===== src/rtl/axi4_arbiter2.sv =====
// Two-master to one-slave AXI4 arbiter: one burst outstanding at a time, round-robin grant
// held until the burst's response completes; channels are routed combinationally.
//
// state | meaning
// IDLE  | no burst outstanding, arbitrating between requesters
// AW    | write address of the granted master offered to the slave
// W     | write data beats, end of burst decided by beat count vs latched awlen
// B     | write response routed back to the granted master
// AR    | read address of the granted master offered to the slave
// R     | read data routed to the granted master until the last beat
module axi4_arbiter2 #(
   parameter int A_WIDTH = 26,
   parameter int D_WIDTH = 16
) (
   input  logic               clk,
   input  logic               rstn,
   // master 0
   input  logic               m0_awvalid,
   output logic               m0_awready,
   input  logic [A_WIDTH-1:0] m0_awaddr,
   input  logic [7:0]         m0_awlen,
   input  logic               m0_wvalid,
   output logic               m0_wready,
   input  logic               m0_wlast,
   input  logic [D_WIDTH-1:0] m0_wdata,
   output logic               m0_bvalid,
   input  logic               m0_bready,
   input  logic               m0_arvalid,
   output logic               m0_arready,
   input  logic [A_WIDTH-1:0] m0_araddr,
   input  logic [7:0]         m0_arlen,
   output logic               m0_rvalid,
   input  logic               m0_rready,
   output logic               m0_rlast,
   output logic [D_WIDTH-1:0] m0_rdata,
   // master 1
   input  logic               m1_awvalid,
   output logic               m1_awready,
   input  logic [A_WIDTH-1:0] m1_awaddr,
   input  logic [7:0]         m1_awlen,
   input  logic               m1_wvalid,
   output logic               m1_wready,
   input  logic               m1_wlast,
   input  logic [D_WIDTH-1:0] m1_wdata,
   output logic               m1_bvalid,
   input  logic               m1_bready,
   input  logic               m1_arvalid,
   output logic               m1_arready,
   input  logic [A_WIDTH-1:0] m1_araddr,
   input  logic [7:0]         m1_arlen,
   output logic               m1_rvalid,
   input  logic               m1_rready,
   output logic               m1_rlast,
   output logic [D_WIDTH-1:0] m1_rdata,
   // slave
   output logic               s_awvalid,
   input  logic               s_awready,
   output logic [A_WIDTH-1:0] s_awaddr,
   output logic [7:0]         s_awlen,
   output logic               s_wvalid,
   input  logic               s_wready,
   output logic               s_wlast,
   output logic [D_WIDTH-1:0] s_wdata,
   input  logic               s_bvalid,
   output logic               s_bready,
   output logic               s_arvalid,
   input  logic               s_arready,
   output logic [A_WIDTH-1:0] s_araddr,
   output logic [7:0]         s_arlen,
   input  logic               s_rvalid,
   output logic               s_rready,
   input  logic               s_rlast,
   input  logic [D_WIDTH-1:0] s_rdata,
   // status
   output logic               busy,
   output logic               gnt
);

   typedef enum logic [2:0] {
      S_IDLE = 3'd0,
      S_AW   = 3'd1,
      S_W    = 3'd2,
      S_B    = 3'd3,
      S_AR   = 3'd4,
      S_R    = 3'd5
   } state_t;

   state_t       state_q, state_d;
   logic         gnt_q, gnt_d;
   logic         prio_q, prio_d;
   logic [7:0]   len_q, len_d;
   logic [7:0]   beat_q, beat_d;

   logic         req0, req1, win;
   logic         sel_awvalid, sel_wvalid, sel_bready, sel_arvalid, sel_rready;
   logic [7:0]   sel_awlen;
   logic         st_aw, st_w, st_b, st_ar, st_r;

   assign req0 = m0_awvalid | m0_arvalid;
   assign req1 = m1_awvalid | m1_arvalid;

   assign sel_awvalid = gnt_q ? m1_awvalid : m0_awvalid;
   assign sel_wvalid  = gnt_q ? m1_wvalid  : m0_wvalid;
   assign sel_bready  = gnt_q ? m1_bready  : m0_bready;
   assign sel_arvalid = gnt_q ? m1_arvalid : m0_arvalid;
   assign sel_rready  = gnt_q ? m1_rready  : m0_rready;
   assign sel_awlen   = gnt_q ? m1_awlen   : m0_awlen;

   always_ff @(posedge clk) begin
      if (!rstn) begin
         state_q <= S_IDLE;
         gnt_q   <= 1'b0;
         prio_q  <= 1'b0;
         len_q   <= 8'd0;
         beat_q  <= 8'd0;
      end else begin
         state_q <= state_d;
         gnt_q   <= gnt_d;
         prio_q  <= prio_d;
         len_q   <= len_d;
         beat_q  <= beat_d;
      end
   end

   always_comb begin
      state_d = state_q;
      gnt_d   = gnt_q;
      prio_d  = prio_q;
      len_d   = len_q;
      beat_d  = beat_q;
      win     = 1'b0;
      case (state_q)
         S_IDLE: begin
            if (req0 | req1) begin
               win    = (req0 & req1) ? prio_q : req1;
               gnt_d  = win;
               prio_d = ~win;
               // a write takes precedence over the same master's read
               state_d = (win ? m1_awvalid : m0_awvalid) ? S_AW : S_AR;
            end
         end
         S_AW: begin
            if (sel_awvalid & s_awready) begin
               len_d   = sel_awlen;
               beat_d  = 8'd0;
               state_d = S_W;
            end
         end
         S_W: begin
            if (sel_wvalid & s_wready) begin
               beat_d = beat_q + 8'd1;
               if (beat_q == len_q) state_d = S_B;
            end
         end
         S_B: begin
            if (s_bvalid & sel_bready) state_d = S_IDLE;
         end
         S_AR: begin
            if (sel_arvalid & s_arready) state_d = S_R;
         end
         S_R: begin
            if (s_rvalid & sel_rready & s_rlast) state_d = S_IDLE;
         end
         default: state_d = S_IDLE;
      endcase
   end

   assign st_aw = (state_q == S_AW);
   assign st_w  = (state_q == S_W);
   assign st_b  = (state_q == S_B);
   assign st_ar = (state_q == S_AR);
   assign st_r  = (state_q == S_R);

   // slave side: payloads follow gnt always, valids/readys only in their own state
   assign s_awvalid = st_aw & sel_awvalid;
   assign s_awaddr  = gnt_q ? m1_awaddr : m0_awaddr;
   assign s_awlen   = sel_awlen;
   assign s_wvalid  = st_w & sel_wvalid;
   assign s_wdata   = gnt_q ? m1_wdata : m0_wdata;
   assign s_wlast   = gnt_q ? m1_wlast : m0_wlast;
   assign s_bready  = st_b & sel_bready;
   assign s_arvalid = st_ar & sel_arvalid;
   assign s_araddr  = gnt_q ? m1_araddr : m0_araddr;
   assign s_arlen   = gnt_q ? m1_arlen : m0_arlen;
   assign s_rready  = st_r & sel_rready;

   assign m0_awready = st_aw & ~gnt_q & s_awready;
   assign m1_awready = st_aw &  gnt_q & s_awready;
   assign m0_wready  = st_w  & ~gnt_q & s_wready;
   assign m1_wready  = st_w  &  gnt_q & s_wready;
   assign m0_bvalid  = st_b  & ~gnt_q & s_bvalid;
   assign m1_bvalid  = st_b  &  gnt_q & s_bvalid;
   assign m0_arready = st_ar & ~gnt_q & s_arready;
   assign m1_arready = st_ar &  gnt_q & s_arready;
   assign m0_rvalid  = st_r  & ~gnt_q & s_rvalid;
   assign m1_rvalid  = st_r  &  gnt_q & s_rvalid;

   assign m0_rdata = s_rdata;
   assign m1_rdata = s_rdata;
   assign m0_rlast = s_rlast;
   assign m1_rlast = s_rlast;

   assign busy = (state_q != S_IDLE);
   assign gnt  = gnt_q;

endmodule


===== config.mk =====
export PLATFORM = sky130hd
export DESIGN_NAME = axi4_arbiter2
export DESIGN_NICKNAME = d
export VERILOG_FILES = /design/src/rtl/axi4_arbiter2.sv
export SDC_FILE = /design/constraint.sdc
export NUM_CORES = 1
export LEC_CHECK = 0
export CORE_AREA = 4 4 131 133
export CTS_CLUSTER_SIZE = 12
export DETAILED_ROUTE_END_ITERATION = 8
export DIE_AREA = 0 0 135 137
export GPL_ROUTABILITY_DRIVEN = 1
export GPL_TIMING_DRIVEN = 0
export SLEW_MARGIN = 20
export SYNTH_ARGS = -nofsm -noshare
export SYNTH_HDL_FRONTEND = slang
export SYNTH_SLANG_ARGS = --single-unit

===== constraint.sdc =====
create_clock -name clk -period 2.47 [get_ports clk]
set_input_delay 0.494 -clock clk [delete_from_list [all_inputs] [get_ports clk]]
set_output_delay 0.494 -clock clk [all_outputs]
set_load 0.03 [all_outputs]

==> metrics.txt <==
status=finished, final reports clean; HP Class=reg2reg; FF+latch count, synth=21; Worst setup SP type=flip-flop; Core ar.=0.0158 mm^2; maximum buffer depth of the clock tree=2; Worst Hold Depth=2; Final GP Congestion=0.788; Layout area overhead=136%; routed length per placed instance=21.0 um; slowest CP cell=dlygate4sd2_1; Synth Area per Inst=8.92 um^2; CTS sink cnt=21; clk slew on worst S/H paths=0.06 ns; starting density of the core=0.162; # port buffers=322; Post-synth EDFFs=0; most frequent cells after synthesis=mux2_2, buf_4, dfxtp_1; Post-CTS Hold Buffers=0; global-route wire length before repair=23.7 mm; vias in the first global route=3642; Final Setup Violations=0; leading area contributor after synthesis=mux2_2; critical path depth=5; post-route antenna net violation count=0; number of synthesis warnings=0; worst-skew pair later-pin latency=0.26 ns; Max-Cap Viols=0; antenna violations before repair=1; Crit path max-delay family=buffers and inverters; clock skew=0.00154 ns; Async S/R FF share, synth=0; Highest Clock Rate=413 MHz; pin count of the biggest net entering global routing=12; crit-path max cell delay=0.40 ns; Inserted Diodes=0; Synth Instances=288; Power Total=3990 uW; Iteration-0 DRC Markers=101; worst vdd ir=242 uV; CTS H-tree depth=1; crit path max fanout=10; share of cells above drive strength 1=0.318; Worst EP required=1.98 ns; final std cells w/o fill=832; full die area=0.0185 mm^2; WS Path Type=reg2out; Slew Limit Fails=0; Mapped Area=0.00257 mm^2; Post-Syn Nets=493; routed via count=3418; GRT Total Usage=0.170; worst rel slew slack=0.703; post-synth top area share=0.377; vias per inst=4.11; first drt pass iteration count=4; Critical Path Sink Type=output port; fin crit share=0.980; Least-Margin Pin Slew=0.445 ns; Die W=135 um; most used cell along the critical path=buf_6; Synth Flop Type=dfxtp_1; Nets=822; Root Driver=clkbuf_16; CP Buf/Inv Count=4; WHS=0.539 ns; CTS tree=built; Area after DPL=0.00607 mm^2; Boundary Pins=340; sequential cell area fraction in the yosys report=0.164; setup repair after global routing missed its margin=yes; Synth area leaders=mux2_2, dfxtp_1, buf_4; Overflow after GRT=0; Design Area, Final=0.00607 mm^2; CTS Buf Count=3; worst-path cell chain=buf_6 -> buf_6 -> buf_4 -> mux2_2 -> dlygate4sd2_1; Die Ht=137 um; most frequent cell after synthesis=mux2_2; Worst EP arrival=1.93 ns; dpl hpwl=15.2 mm; FF-to-FF path depth=7; PD cells=657 mW/mm^2; DRC=0; leakage power=0.00245 uW; placed cells=826; Period minus WS final=2.42 ns; final WL=17.5 mm; Cell variety after synth=36; Hold Violations, Final=0; cell row count=46
state kept, by name (all words and copies together) (netlist names):
signal,cells
len_q,8
state_q,3
gnt,1
prio_q,1
beat_q,8
worst paths after layout:
check	startpoint	endpoint	slack [ns]
min	len_q[6]	len_q[6]	0.54
max reg2reg	gnt	beat_q[3]	0.58
min reg2reg	len_q[6]	len_q[6]	0.54
max	gnt	s_awaddr[22]	0.05
metrics by stage:
stage / setup slack [ns] / utilization / setup TNS, ns
2_1_floorplan: 0.160 / - / 0
3_3_place_gp: -0.595 / 0.383 / -31.51
3_5_place_dp: -0.621 / 0.383 / -33.15
4_1_cts: -0.0228 / 0.386 / -0.0228
5_1_grt: -0.00112 / 0.383 / -0.00112
6_report: 0.0505 / 0.383 / 0
cell families (layout without fill, tap and decap cells):
group                      Yosys count  in the layout  synth area share
AOI/OAI and AO/OA                   25             25            0.0677
xor gates and xnor gates            12             12            0.0409
adders and majority gates            1              1           0.00487
buffers and inverters               55            383             0.139
DFF                                 21             21             0.164
muxes                               99             99             0.429
and+or+nand+nor                     75             75             0.154
layer usage:
| metal | track usage | up-vias | share of wire |
|---|---|---|---|
| li1 | - | 1644 | - |
| met1 | 0.206 | 1593 | 0.40 |
| met2 | 0.295 | 161 | 0.50 |
| met3 | 0.0563 | 18 | 0.086 |
| met4 | 0.0358 | 2 | 0.012 |
| met5 | 0 | - | 0.00040 |
tightest hold or removal path, cell delays in order (launching register included):
cell     delay [ns]
dfxtp_1        0.32
mux2i_1        0.12
nor2b_1        0.05
cells in the final DEF, fill, tap and decap left out, types with 2 or more instances in the layout:
cell type	count
buf_4	38
buf_2	18
dfxtp_1	21
nor3_1	10
nor3b_1	2
clkbuf_2	15
buf_6	8
clkbuf_16	3
nand4_1	6
a21oi_1	5
nand3_1	4
nor2b_1	10
clkbuf_1	2
nand3b_1	2
clkdlybuf4s15_2	19
o211a_1	3
inv_1	4
a21boi_0	2
nand2_1	13
mux2_2	86
dlygate4sd2_1	42
or3_1	2
nand2b_1	2
xnor2_1	12
o21ai_0	9
dlymetal6s2s_1	3
nor2_1	17
nor2_2	2
clkdlybuf4s50_1	228
mux2i_1	12
timing repair:
| item | CTS | global route |
|---|---|---|
| resized for setup | 210 | 36 |
| setup buffers | 2 | 0 |
| pin swaps | 0 | 0 |
| setup endpoints to repair | 98 | 33 |
power by group:
group	switching (uW)	leakage, uW	internal (uW)
combinational	1810	0.00224	1420
sequential	36.4	0.000170	378
clock	126	0.0000382	220
cell type report:
class	instances	area, um^2
fill	1629	9760
clock buffer	4	78.8
multi-input combinational	212	1800
tap	216	270
sequential	21	420
timing repair buffer	324	3070
buffer	51	408
inverter	4	15.0
(Power assumes the default switching activity.)
